File: config.mk
export PLATFORM = sky130hd
export DESIGN_NAME = seg_shift_rx_flat
export DESIGN_NICKNAME = d
export VERILOG_FILES = /design/src/rtl/seg_shift_rx_if.sv /design/src/rtl/seg_shift_rx.sv /design/src/flat_wrapper.sv
export SDC_FILE = /design/constraint.sdc
export NUM_CORES = 1
export LEC_CHECK = 0
export ABC_CLOCK_PERIOD_IN_PS = 2900
export BUFFER_PORTS_ARGS = -buffer_cell sky130_fd_sc_hd__buf_2
export CAP_MARGIN = 20
export CORE_UTILIZATION = 54
export DETAILED_ROUTE_END_ITERATION = 8
export PLACE_DENSITY = 0.76
export SKIP_CTS_REPAIR_TIMING = 1
export SLEW_MARGIN = 20
export SYNTH_ARGS = -nofsm -noshare
export SYNTH_HDL_FRONTEND = slang
export SYNTH_SLANG_ARGS = --single-unit
export TNS_END_PERCENT = 10
File: constraint.sdc
create_clock -name clk -period 2.9 [get_ports clk]
set_input_delay 0.725 -clock clk [delete_from_list [all_inputs] [get_ports clk]]
set_output_delay 0.725 -clock clk [all_outputs]
set_load 0.01 [all_outputs]
File: src/rtl/seg_shift_rx_if.sv
// Output side of the display shift-chain receiver: latched frame plus valid/ready buffer handshake.
interface seg_shift_rx_if #(
  parameter int unsigned FRAME_BITS = 64
);
  logic [FRAME_BITS-1:0] frame_data;
  logic [7:0]            frame_len;
  logic                  frame_len_err;
  logic                  frame_valid;
  logic                  frame_ready;
  logic                  overrun;

  modport master (
    output frame_data, frame_len, frame_len_err, frame_valid, overrun,
    input  frame_ready
  );

  modport slave (
    input  frame_data, frame_len, frame_len_err, frame_valid, overrun,
    output frame_ready
  );
endinterface

File: src/rtl/seg_shift_rx.sv
// Oversampling receiver for the clk/pen/clr_n/do display shift chain with a one-deep frame buffer.
// Optional SEG_SHIFT_RX_GLITCH_FILTER_EN adds a 2-cycle qualifier on ser_clk/ser_pen edges.
module seg_shift_rx #(
  parameter int unsigned FRAME_BITS  = 64,
  parameter int unsigned SYNC_STAGES = 2
) (
  input  logic           clk,
  input  logic           rst_async_n,
  input  logic           ser_clk,
  input  logic           ser_do,
  input  logic           ser_pen,
  input  logic           ser_clr_n,
  seg_shift_rx_if.master out_if
);

  localparam int unsigned   CNT_W     = 8;
  localparam int unsigned   L_CLK     = 0;
  localparam int unsigned   L_DO      = 1;
  localparam int unsigned   L_PEN     = 2;
  localparam int unsigned   L_CLR     = 3;
  localparam logic [CNT_W-1:0] CNT_MAX   = 8'hFF;
  localparam logic [CNT_W-1:0] FRAME_LEN = CNT_W'(FRAME_BITS);

  typedef enum logic {S_IDLE, S_SHIFT} state_e;

  logic [3:0]                    pins_c;
  logic [SYNC_STAGES-1:0][3:0]   sync_q, sync_d;
  logic [3:0]                    sync_last_c;
  logic [1:0]                    edge_lvl_c;
  logic [1:0]                    rise_c;
  logic                          do_use_c;

  state_e                  state_q, state_d;
  logic [FRAME_BITS-1:0]   shreg_q, shreg_d;
  logic [CNT_W-1:0]        cnt_q, cnt_d;
  logic [FRAME_BITS-1:0]   frame_data_q, frame_data_d;
  logic [CNT_W-1:0]        frame_len_q, frame_len_d;
  logic                    frame_len_err_q, frame_len_err_d;
  logic                    frame_valid_q, frame_valid_d;
  logic                    overrun_q, overrun_d;

  assign pins_c      = {ser_clr_n, ser_pen, ser_do, ser_clk};
  assign sync_last_c = sync_q[SYNC_STAGES-1];
  assign edge_lvl_c  = {sync_last_c[L_PEN], sync_last_c[L_CLK]};

  always_comb begin
    sync_d = {sync_q[SYNC_STAGES-2:0], pins_c};
  end

`ifdef SEG_SHIFT_RX_GLITCH_FILTER_EN
  // Accepted level follows the synced level only after it has differed for two cycles.
  logic [1:0] acc_q, acc_d, pend_q, pend_d;
  logic [1:0] accept_c;
  logic       do_dly_q, do_dly_d;

  always_comb begin
    accept_c = (edge_lvl_c ^ acc_q) & pend_q;
    acc_d    = acc_q ^ accept_c;
    pend_d   = (edge_lvl_c ^ acc_q) & ~accept_c;
    rise_c   = accept_c & edge_lvl_c;
    do_dly_d = sync_last_c[L_DO];
    do_use_c = do_dly_q;
  end

  always_ff @(posedge clk or negedge rst_async_n) begin
    if (!rst_async_n) begin
      acc_q    <= '0;
      pend_q   <= '0;
      do_dly_q <= 1'b0;
    end else begin
      acc_q    <= acc_d;
      pend_q   <= pend_d;
      do_dly_q <= do_dly_d;
    end
  end
`else
  logic [1:0] dly_q, dly_d;

  always_comb begin
    dly_d    = edge_lvl_c;
    rise_c   = edge_lvl_c & ~dly_q;
    do_use_c = sync_last_c[L_DO];
  end

  always_ff @(posedge clk or negedge rst_async_n) begin
    if (!rst_async_n) dly_q <= '0;
    else              dly_q <= dly_d;
  end
`endif

  // Capture FSM, latch into the output buffer, and consumer handshake.
  always_comb begin
    state_d         = state_q;
    shreg_d         = shreg_q;
    cnt_d           = cnt_q;
    frame_data_d    = frame_data_q;
    frame_len_d     = frame_len_q;
    frame_len_err_d = frame_len_err_q;
    frame_valid_d   = frame_valid_q & ~out_if.frame_ready;
    overrun_d       = overrun_q;

    if (!sync_last_c[L_CLR]) begin
      state_d = S_IDLE;
      shreg_d = '0;
      cnt_d   = '0;
    end else begin
      if (rise_c[0]) begin
        shreg_d = {shreg_q[FRAME_BITS-2:0], do_use_c};
        cnt_d   = (cnt_q == CNT_MAX) ? cnt_q : cnt_q + CNT_W'(1);
        state_d = S_SHIFT;
      end
      // A shift in the same cycle as the strobe is already folded into shreg_d/cnt_d.
      if (rise_c[1] && (state_d == S_SHIFT)) begin
        if (!frame_valid_q || out_if.frame_ready) begin
          frame_data_d    = shreg_d;
          frame_len_d     = cnt_d;
          frame_len_err_d = (cnt_d != FRAME_LEN);
          frame_valid_d   = 1'b1;
        end else begin
          overrun_d = 1'b1;
        end
        shreg_d = '0;
        cnt_d   = '0;
        state_d = S_IDLE;
      end
    end
  end

  always_ff @(posedge clk or negedge rst_async_n) begin
    if (!rst_async_n) begin
      sync_q          <= '0;
      state_q         <= S_IDLE;
      shreg_q         <= '0;
      cnt_q           <= '0;
      frame_data_q    <= '0;
      frame_len_q     <= '0;
      frame_len_err_q <= 1'b0;
      frame_valid_q   <= 1'b0;
      overrun_q       <= 1'b0;
    end else begin
      sync_q          <= sync_d;
      state_q         <= state_d;
      shreg_q         <= shreg_d;
      cnt_q           <= cnt_d;
      frame_data_q    <= frame_data_d;
      frame_len_q     <= frame_len_d;
      frame_len_err_q <= frame_len_err_d;
      frame_valid_q   <= frame_valid_d;
      overrun_q       <= overrun_d;
    end
  end

  assign out_if.frame_data    = frame_data_q;
  assign out_if.frame_len     = frame_len_q;
  assign out_if.frame_len_err = frame_len_err_q;
  assign out_if.frame_valid   = frame_valid_q;
  assign out_if.overrun       = overrun_q;

endmodule

File: src/flat_wrapper.sv
// flat-port wrapper written by rule: the top's interface ports become plain ports
module seg_shift_rx_flat 
#(
  parameter int unsigned FRAME_BITS  = 64,
  parameter int unsigned SYNC_STAGES = 2
)
  (clk, rst_async_n, ser_clk, ser_do, ser_pen, ser_clr_n, out_if_frame_data, out_if_frame_len, out_if_frame_len_err, out_if_frame_valid, out_if_overrun, out_if_frame_ready);
  seg_shift_rx_if #(.FRAME_BITS(FRAME_BITS)) out_if_i ();
  input  logic clk;
  input  logic rst_async_n;
  input  logic ser_clk;
  input  logic ser_do;
  input  logic ser_pen;
  input  logic ser_clr_n;
  output wire logic [$bits(out_if_i.frame_data)-1:0] out_if_frame_data;
  output wire logic [$bits(out_if_i.frame_len)-1:0] out_if_frame_len;
  output wire logic [$bits(out_if_i.frame_len_err)-1:0] out_if_frame_len_err;
  output wire logic [$bits(out_if_i.frame_valid)-1:0] out_if_frame_valid;
  output wire logic [$bits(out_if_i.overrun)-1:0] out_if_overrun;
  input wire logic [$bits(out_if_i.frame_ready)-1:0] out_if_frame_ready;
  assign out_if_frame_data = out_if_i.frame_data;
  assign out_if_frame_len = out_if_i.frame_len;
  assign out_if_frame_len_err = out_if_i.frame_len_err;
  assign out_if_frame_valid = out_if_i.frame_valid;
  assign out_if_overrun = out_if_i.overrun;
  assign out_if_i.frame_ready = out_if_frame_ready;
  seg_shift_rx #(.FRAME_BITS(FRAME_BITS), .SYNC_STAGES(SYNC_STAGES)) u_core (.clk(clk), .rst_async_n(rst_async_n), .ser_clk(ser_clk), .ser_do(ser_do), .ser_pen(ser_pen), .ser_clr_n(ser_clr_n), .out_if(out_if_i));
endmodule
==> results of run 1 <==
==> flip-flops by register name, summed over array words and instances, names as in the netlist <==
name and count:
u_core.cnt_q 8, u_core.dly_q 2, u_core.out_if.frame_data 64, u_core.out_if.frame_len 8, u_core.out_if.frame_len_err 1, u_core.out_if.frame_valid 1, u_core.out_if.overrun 1, u_core.shreg_q 64
u_core.state_q 1, u_core.sync_d 4, u_core.sync_last_c 4
==> per-layer routing <==
metal | track usage | wire [um] | share of wire
met1 | 0.282 | 5120 | 0.46
met2 | 0.337 | 5430 | 0.49
met5 | 0 | 0 | 0
met3 | 0.0642 | 415 | 0.037
met4 | 0.0753 | 165 | 0.015
==> worst reg2reg max path: stages, from the launching register on <==
cell and delay [ns]:
dfrtp_1 0.45, ha_1 0.36, nand3b_1 0.19, nor3b_1 0.43, a211oi_2 0.15, o2111a_1 0.16, a32oi_1 0.18
==> path summary, 6_finish.rpt <==
check / endpoint / depth (start not counted)
min reg2reg: u_core.sync_last_c[1]$_DFF_PN0_ / 0
max reg2reg: u_core.out_if.frame_len_err$_DFFE_PN0P_ / 6
min: u_core.out_if.frame_len[5]$_DFFE_PN0P_ / 1
min in group clk: u_core.sync_d[5]$_DFF_PN0_ / 1
max in group asynchronous: u_core.shreg_q[63]$_DFF_PN0_ / 2
max: u_core.out_if.frame_len_err$_DFFE_PN0P_ / 6
==> layout by cell type, fill, tap and decap left out, types with 3 or more instances in the layout <==
| master | n |
|---|---|
| dfrtp_1 | 158 |
| buf_2 | 80 |
| nand2_1 | 74 |
| nor2_1 | 73 |
| o21ai_0 | 71 |
| mux2i_1 | 66 |
| clkbuf_16 | 16 |
| buf_4 | 7 |
| clkinv_2 | 4 |
| clkinvlp_4 | 4 |
| nand3_1 | 3 |
| a21oi_1 | 3 |
| o21ai_1 | 3 |
| clkbuf_8 | 3 |
| bufinv_16 | 3 |
==> power by group through the flow <==
stage | combinational, mW | sequential [mW] | clock (mW)
floorplan | 0.0947 | 2.28 | 0
global placement | 0.172 | 2.28 | 0
detailed placement | 0.176 | 2.28 | 0
CTS | 0.177 | 2.24 | 2.24
global route | 0.195 | 2.24 | 2.34
finish | 0.172 | 2.24 | 2.20
==> final cells by class <==
type / count / area (um2)
fill: 825 / 3750
timing repair buffer: 90 / 504
clock buffer: 21 / 449
clock inverter: 11 / 140
sequential: 158 / 3950
inverter: 1 / 3.75
multi-input combinational: 327 / 1910
tap: 140 / 175
==> logic make-up (layout without fill, tap and decap cells) <==
logic type	count (synthesis)	in the layout
multiplexers	67	67
buffers and inverters	31	123
AND/OR/NAND/NOR	164	164
XOR/XNOR	2	2
adder cells (fa/ha/maj)	1	1
AO/OA/AOI/OAI	93	93
flip-flops	158	158
==> summary.md, run 1 <==
| Metric | Value |
|---|---|
| Status | finished clean |
| Global Route Usage Sum | 0.214 |
| Post-synthesis sequential area ratio | 0.655 |
| Clock Skews | 0.00932 ns |
| Ordered cell list for the critical path | ha_1, nand3b_1, nor3b_1, a211oi_2, o2111a_1, a32oi_1 |
| Portion of netlist area occupied by mux cells | 0.111 |
| Distinct cell type count after synthesis | 38 |
| CP top delay family | simple AND/OR/NAND/NOR gates |
| Drt first pass iters | 6 |
| Share of cells above drive strength 1 | 0.207 |
| Initial DRC Count | 254 |
| GP Congestion | 0.883 |
| Site row count | 38 |
| Max Cap Viol | 0 |
| Hold Fails Final Rpt | 0 |
| Ys flop type | dfrtp_1 |
| Largest fanout on the critical path | 7 |
| Maximum clock insertion buffer count | 2 |
| Yosys synthesis warning count | 0 |
| Drt wl/cell | 14.9 um |
| Pwr dens | 646 nW/um2 |
| Top-area cell type share of the netlist area | 0.655 |
| Synth area leaders | dfrtp_1, mux2i_1, o21ai_0 |
| Crit start category | register |
| Final worst slack | 0.902 ns |
| Later-pin clock latency in the skew report | 0.53 ns |
| Final Util | 0.655 |
| Nets | 603 |
| CTS root buffer | clkbuf_8 |
| IO Port Bufs | 81 |
| Synth Area in Compound Gates | 0.0887 |
| Worst Hold Class | in2async |
| Core box area | 10,900 um2 |
| Total power | 4.61 mW |
| Setup TNS | 0 ns |
| CP Capture Type | register |
| Synth area leader | dfrtp_1 |
| WP buf/inv | 0 |
| Post-route ant nets | 0 |
| Antenna diodes | 0 |
| Hpwl dp | 7050 um |
| Vias in the first global route | 3,891 |
| Clk sinks | 158 |
| Internal power | 3.63 mW |
| Worst-Margin Slew | 0.709 ns |
| Die area | 11,600 um2 |
| First-pass GRT wire length | 18,700 um |
| EDFF count, synth | 0 |
| Sw Ratio | 0.213 |
| Syn Area/Cell | 11.7 um2 |
| Adder-Cell Fraction of Synth Area | 0.00207 |
| I/O pin total | 82 |
| CP Class | reg2reg |
| Finished Cell Area | 7140 um2 |
| Total grt overflow | 0 |
| DRC viols | 0 |
| Max Slew Vio Count | 0 |
| WP data arrival | 2.44 ns |
| Initial Util | 0.554 |
| Slowest stage cell, crit path | dfrtp_1 |
| Leakage | 3.53 nW |
| Most common library cells after synthesis | dfrtp_1, nand2_1, nor2_1, o21ai_0, mux2i_1 |
| Largest family of logic cells by synthesized area | multiplexers |
| Fmax | 500 MHz |
| Clock share of power | 0.477 |
| Final period utilization | 0.689 |
| Synthesis-to-layout area growth | 18.2% |
| Die Wd | 108 um |
| Synth Register Bits | 158 |
| Initial antenna violation count | 0 |
| CTS Buf Count | 17 |
| Net Count, Synth | 524 |
| H-tree depth | 4 |
| Synth Area in XOR/XNOR | 0.00290 |
| Simple-Gate Fraction of Synth Area | 0.110 |
| Pre-CTS WS | 0.893 ns |
| Logic pwr share | 0.037 |
| Mapped cell area | 6040 um2 |
| Max-slew headroom | 0.528 |
| Reg2reg start | u_core.cnt_q[0]$_DFF_PN0_ |
| Fin cells | 748 |
| RSZ-0062 raised after global routing | no |
| Max incr delay on CP | 0.45 ns |
| Clock transition at path regs | 0.06 ns |
| Die Y | 108 um |
| Minimum clock period | 2.00 ns |
| Critical path required time | 3.34 ns |
| Post-Synthesis Cells | 516 |
| Count leader, synth | dfrtp_1 |
| Max IR drop VDD | 0.000379 V |
| R2R Setup Slk | 0.90 ns |
| Largest net degree at the start of global routing | 145 |
| Vias | 3,956 |
| Flop pwr share | 0.486 |
| Async set-reset flop share out of synthesis | 1.00 |
| Post-placement cell count | 716 |
| CP startpoint | u_core.cnt_q[0]$_DFF_PN0_ |
| WL final | 11,100 um |
| DR vias/cell | 5.29 |
| P_sw | 0.983 mW |
| TritonCTS clock tree | yes |
| Worst hold margin | 0.213 ns |
| Number of setup violations in the final report | 0 |
| Placed cell area | 6550 um2 |
No activity file was read; power rests on OpenSTA's default activity.
==> inputs of run 2 (changes only) <==
ABC_AREA = 1   (was default)
ABC_CLOCK_PERIOD_IN_PS = 1600   (was 2900)
CORE_UTILIZATION = 51   (was 54)
PLACE_DENSITY = 0.75   (was 0.76)
clock period = 1.6 ns   (was 2.9 ns; I/O delays follow)
==> summary.md, run 2 <==
| Metric | Value |
|---|---|
| Max Slew Vio Count | 0 |
| Share of cells above drive strength 1 | 0.198 |
| Maximum clock insertion buffer count | 2 |
| Synth Register Bits | 158 |
| Clk sinks | 158 |
| EDFF count, synth | 0 |
| Most common library cells after synthesis | nand2_1, dfrtp_1, nor2_1, o21ai_0, o21ai_1 |
| Die Wd | 112 um |
| Post-route ant nets | 0 |
| Final worst slack | -0.0165 ns |
| IO Port Bufs | 81 |
| Max incr delay on CP | 0.41 ns |
| Most frequent cells in the layout | nand2_1, dfrtp_1, nor2_1, buf_2, o21ai_0 |
| Yosys synthesis warning count | 0 |
| Synthesis-to-layout area growth | 21.4% |
| Fin cells | 900 |
| DRC viols | 6 |
| Later-pin clock latency in the skew report | 0.43 ns |
| TritonCTS clock tree | yes |
| Die area | 12,500 um2 |
| Site row count | 39 |
| Final period utilization | 1.01 |
| Drt wl/cell | 14.0 um |
| Leakage | 3.84 nW |
| Ys flop type | dfrtp_1 |
| Total power | 9.98 mW |
| Top-area cell type share of the netlist area | 0.643 |
| R2R cell count | 12 |
| Synth area leader | dfrtp_1 |
| Worst-Margin Slew | 0.423 ns |
| Async set-reset flop share out of synthesis | 1.00 |
| Total grt overflow | 0 |
| Status | complete, but fails checks |
| Worst hold margin | 0.0808 ns |
| Critical path required time | 1.92 ns |
| Net Count, Synth | 667 |
| Vias | 4,598 |
| Clock Skews | 0.00736 ns |
| Syn Area/Cell | 9.33 um2 |
| Nets | 753 |
| Synth area leaders | dfrtp_1, nand2_1, o21ai_0 |
| Slowest stage cell, crit path | dfrtp_1 |
| Max-slew headroom | 0.715 |
| Die Y | 112 um |
| Hold Fails Final Rpt | 0 |
| Clock transition at path regs | 0.06 ns |
| I/O pin total | 82 |
| Ordered cell list for the critical path | ha_4, nand2_4, nor2_4, nand2_4, nand2_4, nand2_2, nand2_2, nand2_1, nor2_1, nand2_1, nor2_1, nor2_1 |
| Min-delay src | ser_pen |
| Post-Synthesis Cells | 659 |
| RSZ-0062 raised after global routing | yes |
| Initial DRC Count | 343 |
| CTS root buffer | clkbuf_16 |
| Pwr dens | 1340 nW/um2 |
| Failing checks | design-rule violations, negative setup slack |
| Global Route Usage Sum | 0.213 |
| GP Congestion | 0.832 |
| Initial antenna violation count | 0 |
| Max IR drop VDD | 0.000919 V |
| CP Class | reg2reg |
| Antenna diodes | 0 |
| Setup TNS | -0.0165 ns |
| Vias in the first global route | 4,402 |
| Initial Util | 0.532 |
| Largest net degree at the start of global routing | 79 |
| Crit start category | register |
| DR vias/cell | 5.11 |
| Reg2reg start | u_core.cnt_q[1]$_DFF_PN0_ |
| First-pass GRT wire length | 20,700 um |
| Core box area | 11,600 um2 |
| Distinct cell type count after synthesis | 25 |
| CP startpoint | u_core.cnt_q[1]$_DFF_PN0_ |
| Hold path cells | 1 |
| Number of setup violations in the final report | 1 |
| Worst Hold Class | in2reg |
| CP Capture Type | register |
| Final Util | 0.645 |
| Max Cap Viol | 0 |
| Fmax | 619 MHz |
| Count leader, synth | nand2_1 |
| WP data arrival | 1.94 ns |
| Mapped cell area | 6150 um2 |
| Fill cells | 892 |
| H-tree depth | 4 |
| Hpwl dp | 8040 um |
| Minimum clock period | 1.62 ns |
| Post-synthesis sequential area ratio | 0.643 |
| Post-placement cell count | 865 |
| Drt first pass iters | 9 |
| CTS Buf Count | 17 |
| WL final | 12,600 um |
| Largest fanout on the critical path | 5 |
## run 2: worst paths after layout
check	slack, ns	to
worst max-delay path	-0.02	u_core.out_if.frame_len_err$_DFFE_PN0P_
worst min-delay path	0.08	u_core.sync_d[6]$_DFF_PN0_
worst max register to register	-0.02	u_core.out_if.frame_len_err$_DFFE_PN0P_
worst min register to register	0.35	u_core.sync_last_c[2]$_DFF_PN0_
max in group asynchronous	0.63	u_core.out_if.frame_data[31]$_DFFE_PN0P_
min in group asynchronous	0.44	u_core.out_if.frame_data[17]$_DFFE_PN0P_
## run 2: per-stage QoR
stage               setup WS (ns)  area [um2]
floorplan                   0.154        6150
global placement            0.108        6790
detailed placement         0.0137        6790
CTS                       -0.0578        7360
global route               -0.107        7460
finish                    -0.0165        7460
## run 2: logic make-up (layout without fill, tap and decap cells)
group,Yosys count,after routing,share of synthesized area
AOI/OAI and AO/OA,137,137,0.112
xor gates and xnor gates,1,1,0.00142
adders and majority gates,1,1,0.00203
buffers and inverters,89,186,0.0635
DFF,158,158,0.643
muxes,2,2,0.00326
and+or+nand+nor,271,272,0.174
## run 2: worst max-delay path, delay by kind of cell, from the launching register on
family / cells / cell delay [ns]
DFF: 1 / 0.41
and+or+nand+nor: 11 / 0.92
adders and majority gates: 1 / 0.19
## run 2: area by class of cell
cell class / count / area [um2] / area share
Sequential cell: 158 / 3950 / 0.530
Multi-Input combinational cell: 413 / 1880 / 0.252
Timing Repair Buffer: 102 / 679 / 0.0910
Clock buffer: 25 / 485 / 0.0650
Inverter: 53 / 201 / 0.0270
Tap cell: 143 / 179 / 0.0240
Clock inverter: 6 / 83.8 / 0.0112
## run 2: routing by layer
metal / part of all wire / up-vias / global-route usage / routed length (um)
met5: 0 / - / 0 / 0
met4: 0.021 / 0 / 0.0937 / 267
met3: 0.048 / 29 / 0.0523 / 599
met2: 0.49 / 128 / 0.339 / 6110
met1: 0.45 / 2192 / 0.277 / 5610
li1: - / 2249 / - / -
## run 2: power by group
part | leakage (nW) | total (mW) | internal [mW] | switching [mW]
logic | 1.47 | 1.39 | 0.552 | 0.839
registers | 2.09 | 4.69 | 4.46 | 0.236
clock network | 0.281 | 3.90 | 2.40 | 1.49
total | 3.84 | 9.98 | 7.42 | 2.57
==> inputs of run 3 (changes only) <==
ABC_CLOCK_PERIOD_IN_PS = 1800   (was 1600)
CORE_UTILIZATION = 54   (was 51)
clock period = 1.8 ns   (was 1.6 ns; I/O delays follow)
==> summary.md, run 3 (synthesis results as in run 2) <==
| Metric | Value |
|---|---|
| Total grt overflow | 0 |
| Worst Hold Class | in2reg |
| Critical path required time | 2.12 ns |
| Initial DRC Count | 279 |
| Antenna diodes | 0 |
| Drt wl/cell | 14.3 um |
| Final period utilization | 0.938 |
| Nets | 744 |
| Die area | 11,800 um2 |
| Hold Fails Final Rpt | 0 |
| Global Route Usage Sum | 0.231 |
| GP Congestion | 0.952 |
| First-pass GRT wire length | 20,700 um |
| Flop pwr share | 0.453 |
| Fmax | 593 MHz |
| Number of setup violations in the final report | 0 |
| Ordered cell list for the critical path | nand2_2, inv_4, nor2_2, nor2_4, nand3_4, buf_12, o21ai_0 |
| CTS root buffer | clkbuf_16 |
| Clock Skews | 0.00940 ns |
| Hpwl dp | 7790 um |
| H-tree depth | 4 |
| CP startpoint | u_core.sync_last_c[0]$_DFF_PN0_ |
| WL final | 12,700 um |
| Initial antenna violation count | 0 |
| CP Capture Type | register |
| Die Y | 109 um |
| Sw Ratio | 0.258 |
| TritonCTS clock tree | yes |
| Fill cells | 815 |
| Site row count | 38 |
| Clock share of power | 0.413 |
| Later-pin clock latency in the skew report | 0.43 ns |
| Synthesis-to-layout area growth | 20.5% |
| Most common cell after layout, fill and taps aside | nand2_1 |
| Max-slew headroom | 0.661 |
| Max IR drop VDD | 0.000743 V |
| WP data arrival | 2.01 ns |
| Die Wd | 109 um |
| R2R Setup Slk | 0.11 ns |
| Pwr dens | 1240 nW/um2 |
| Max Slew Vio Count | 0 |
| Worst hold margin | 0.135 ns |
| Clock transition at path regs | 0.06 ns |
| DRC viols | 0 |
| Largest net degree at the start of global routing | 98 |
| Post-route ant nets | 0 |
| Leakage | 3.80 nW |
| Drt first pass iters | 7 |
| Internal power | 6.84 mW |
| Minimum clock period | 1.69 ns |
| Maximum clock insertion buffer count | 2 |
| Most frequent cells in the layout | nand2_1, dfrtp_1, nor2_1, o21ai_0, buf_2 |
| Reg2reg start | u_core.sync_last_c[0]$_DFF_PN0_ |
| Core box area | 11,000 um2 |
| Clk sinks | 158 |
| Crit start category | register |
| Max incr delay on CP | 0.38 ns |
| Status | finished clean |
| Min-delay src | ser_do |
| P_sw | 2.38 mW |
| Logic pwr share | 0.134 |
| Vias | 4,550 |
| DR vias/cell | 5.12 |
| IO Port Bufs | 81 |
| Share of cells above drive strength 1 | 0.184 |
| Slowest stage cell, crit path | dfrtp_1 |
| Final Util | 0.674 |
| Worst-Margin Slew | 0.508 ns |
| CP Class | reg2reg |
| Initial Util | 0.560 |
| I/O pin total | 82 |
| Max Cap Viol | 0 |
| Largest fanout on the critical path | 64 |
| Vias in the first global route | 4,339 |
| CTS Buf Count | 17 |
-- run 3: cell count changes in the layout (fill, tap and decap cells not counted), moves of 3 or more --
cell,previous run,this run
buf_4,12,5
clkinvlp_4,0,5
o21ai_0,79,82
clkbuf_1,5,0
o21ai_1,56,53
nand2_2,9,3
nand2_1,158,166
nand2_4,4,1
-- run 3: final timing paths --
kind / to / cells after the start
max: u_core.out_if.frame_len[4]$_DFFE_PN0P_ / 7
max reg2reg: u_core.out_if.frame_len[4]$_DFFE_PN0P_ / 7
min reg2reg: u_core.sync_last_c[2]$_DFF_PN0_ / 0
max in group asynchronous: u_core.shreg_q[37]$_DFF_PN0_ / 3
min in group asynchronous: u_core.out_if.frame_len[4]$_DFFE_PN0P_ / 2
min: u_core.sync_d[5]$_DFF_PN0_ / 1
-- run 3: power groups by stage --
stage / Combinational (mW) / Sequential [mW] / Clock, mW
3_5_place_dp: 1.22 / 4.22 / 0
2_1_floorplan: 0.519 / 4.36 / 0
6_report: 1.23 / 4.17 / 3.81
4_1_cts: 1.23 / 4.17 / 3.85
3_3_place_gp: 1.18 / 4.22 / 0
5_1_grt: 1.40 / 4.22 / 4.02
-- run 3: cell type report --
cell class,count,area [um2],share of cell area
flip-flops and latches,158,3950,0.534
multi-input cells,412,1820,0.246
repair buffers,94,612,0.0826
clock buffers,19,453,0.0612
inverters,53,201,0.0272
clock inverters,13,189,0.0255
well taps,140,175,0.0237
-- run 3: critical path: cells and delay by family (launching register included) --
kind | cells | cell delay, ns
compound gates | 1 | 0.24
buf+inv | 2 | 0.41
flops | 1 | 0.38
simple gates | 4 | 0.53
-- run 3: stage by stage --
| stage | setup WS (ns) | total power [mW] | TNS (ns) | area (um2) | cells |
|---|---|---|---|---|---|
| final | 0.112 | 9.21 | 0 | 7410 | 889 |
| after global routing | -0.0392 | 9.64 | -0.0528 | 7410 | 889 |
| after CTS | 0.104 | 9.26 | 0 | 7340 | 886 |
| after detailed placement | 0.122 | 5.44 | 0 | 6700 | 854 |
| after global placement | 0.246 | 5.40 | 0 | 6700 | 854 |
| after floorplan | 0.354 | 4.88 | 0 | 6150 | 659 |
-- run 3: routing by layer --
layer	share of wire	GRT usage	wire length, um	vias to the layer above
li1	-	-	-	2240
met1	0.45	0.316	5740	2155
met2	0.47	0.350	6010	134
met3	0.058	0.0634	740	21
met4	0.019	0.0927	240	0
met5	0	0	0	-
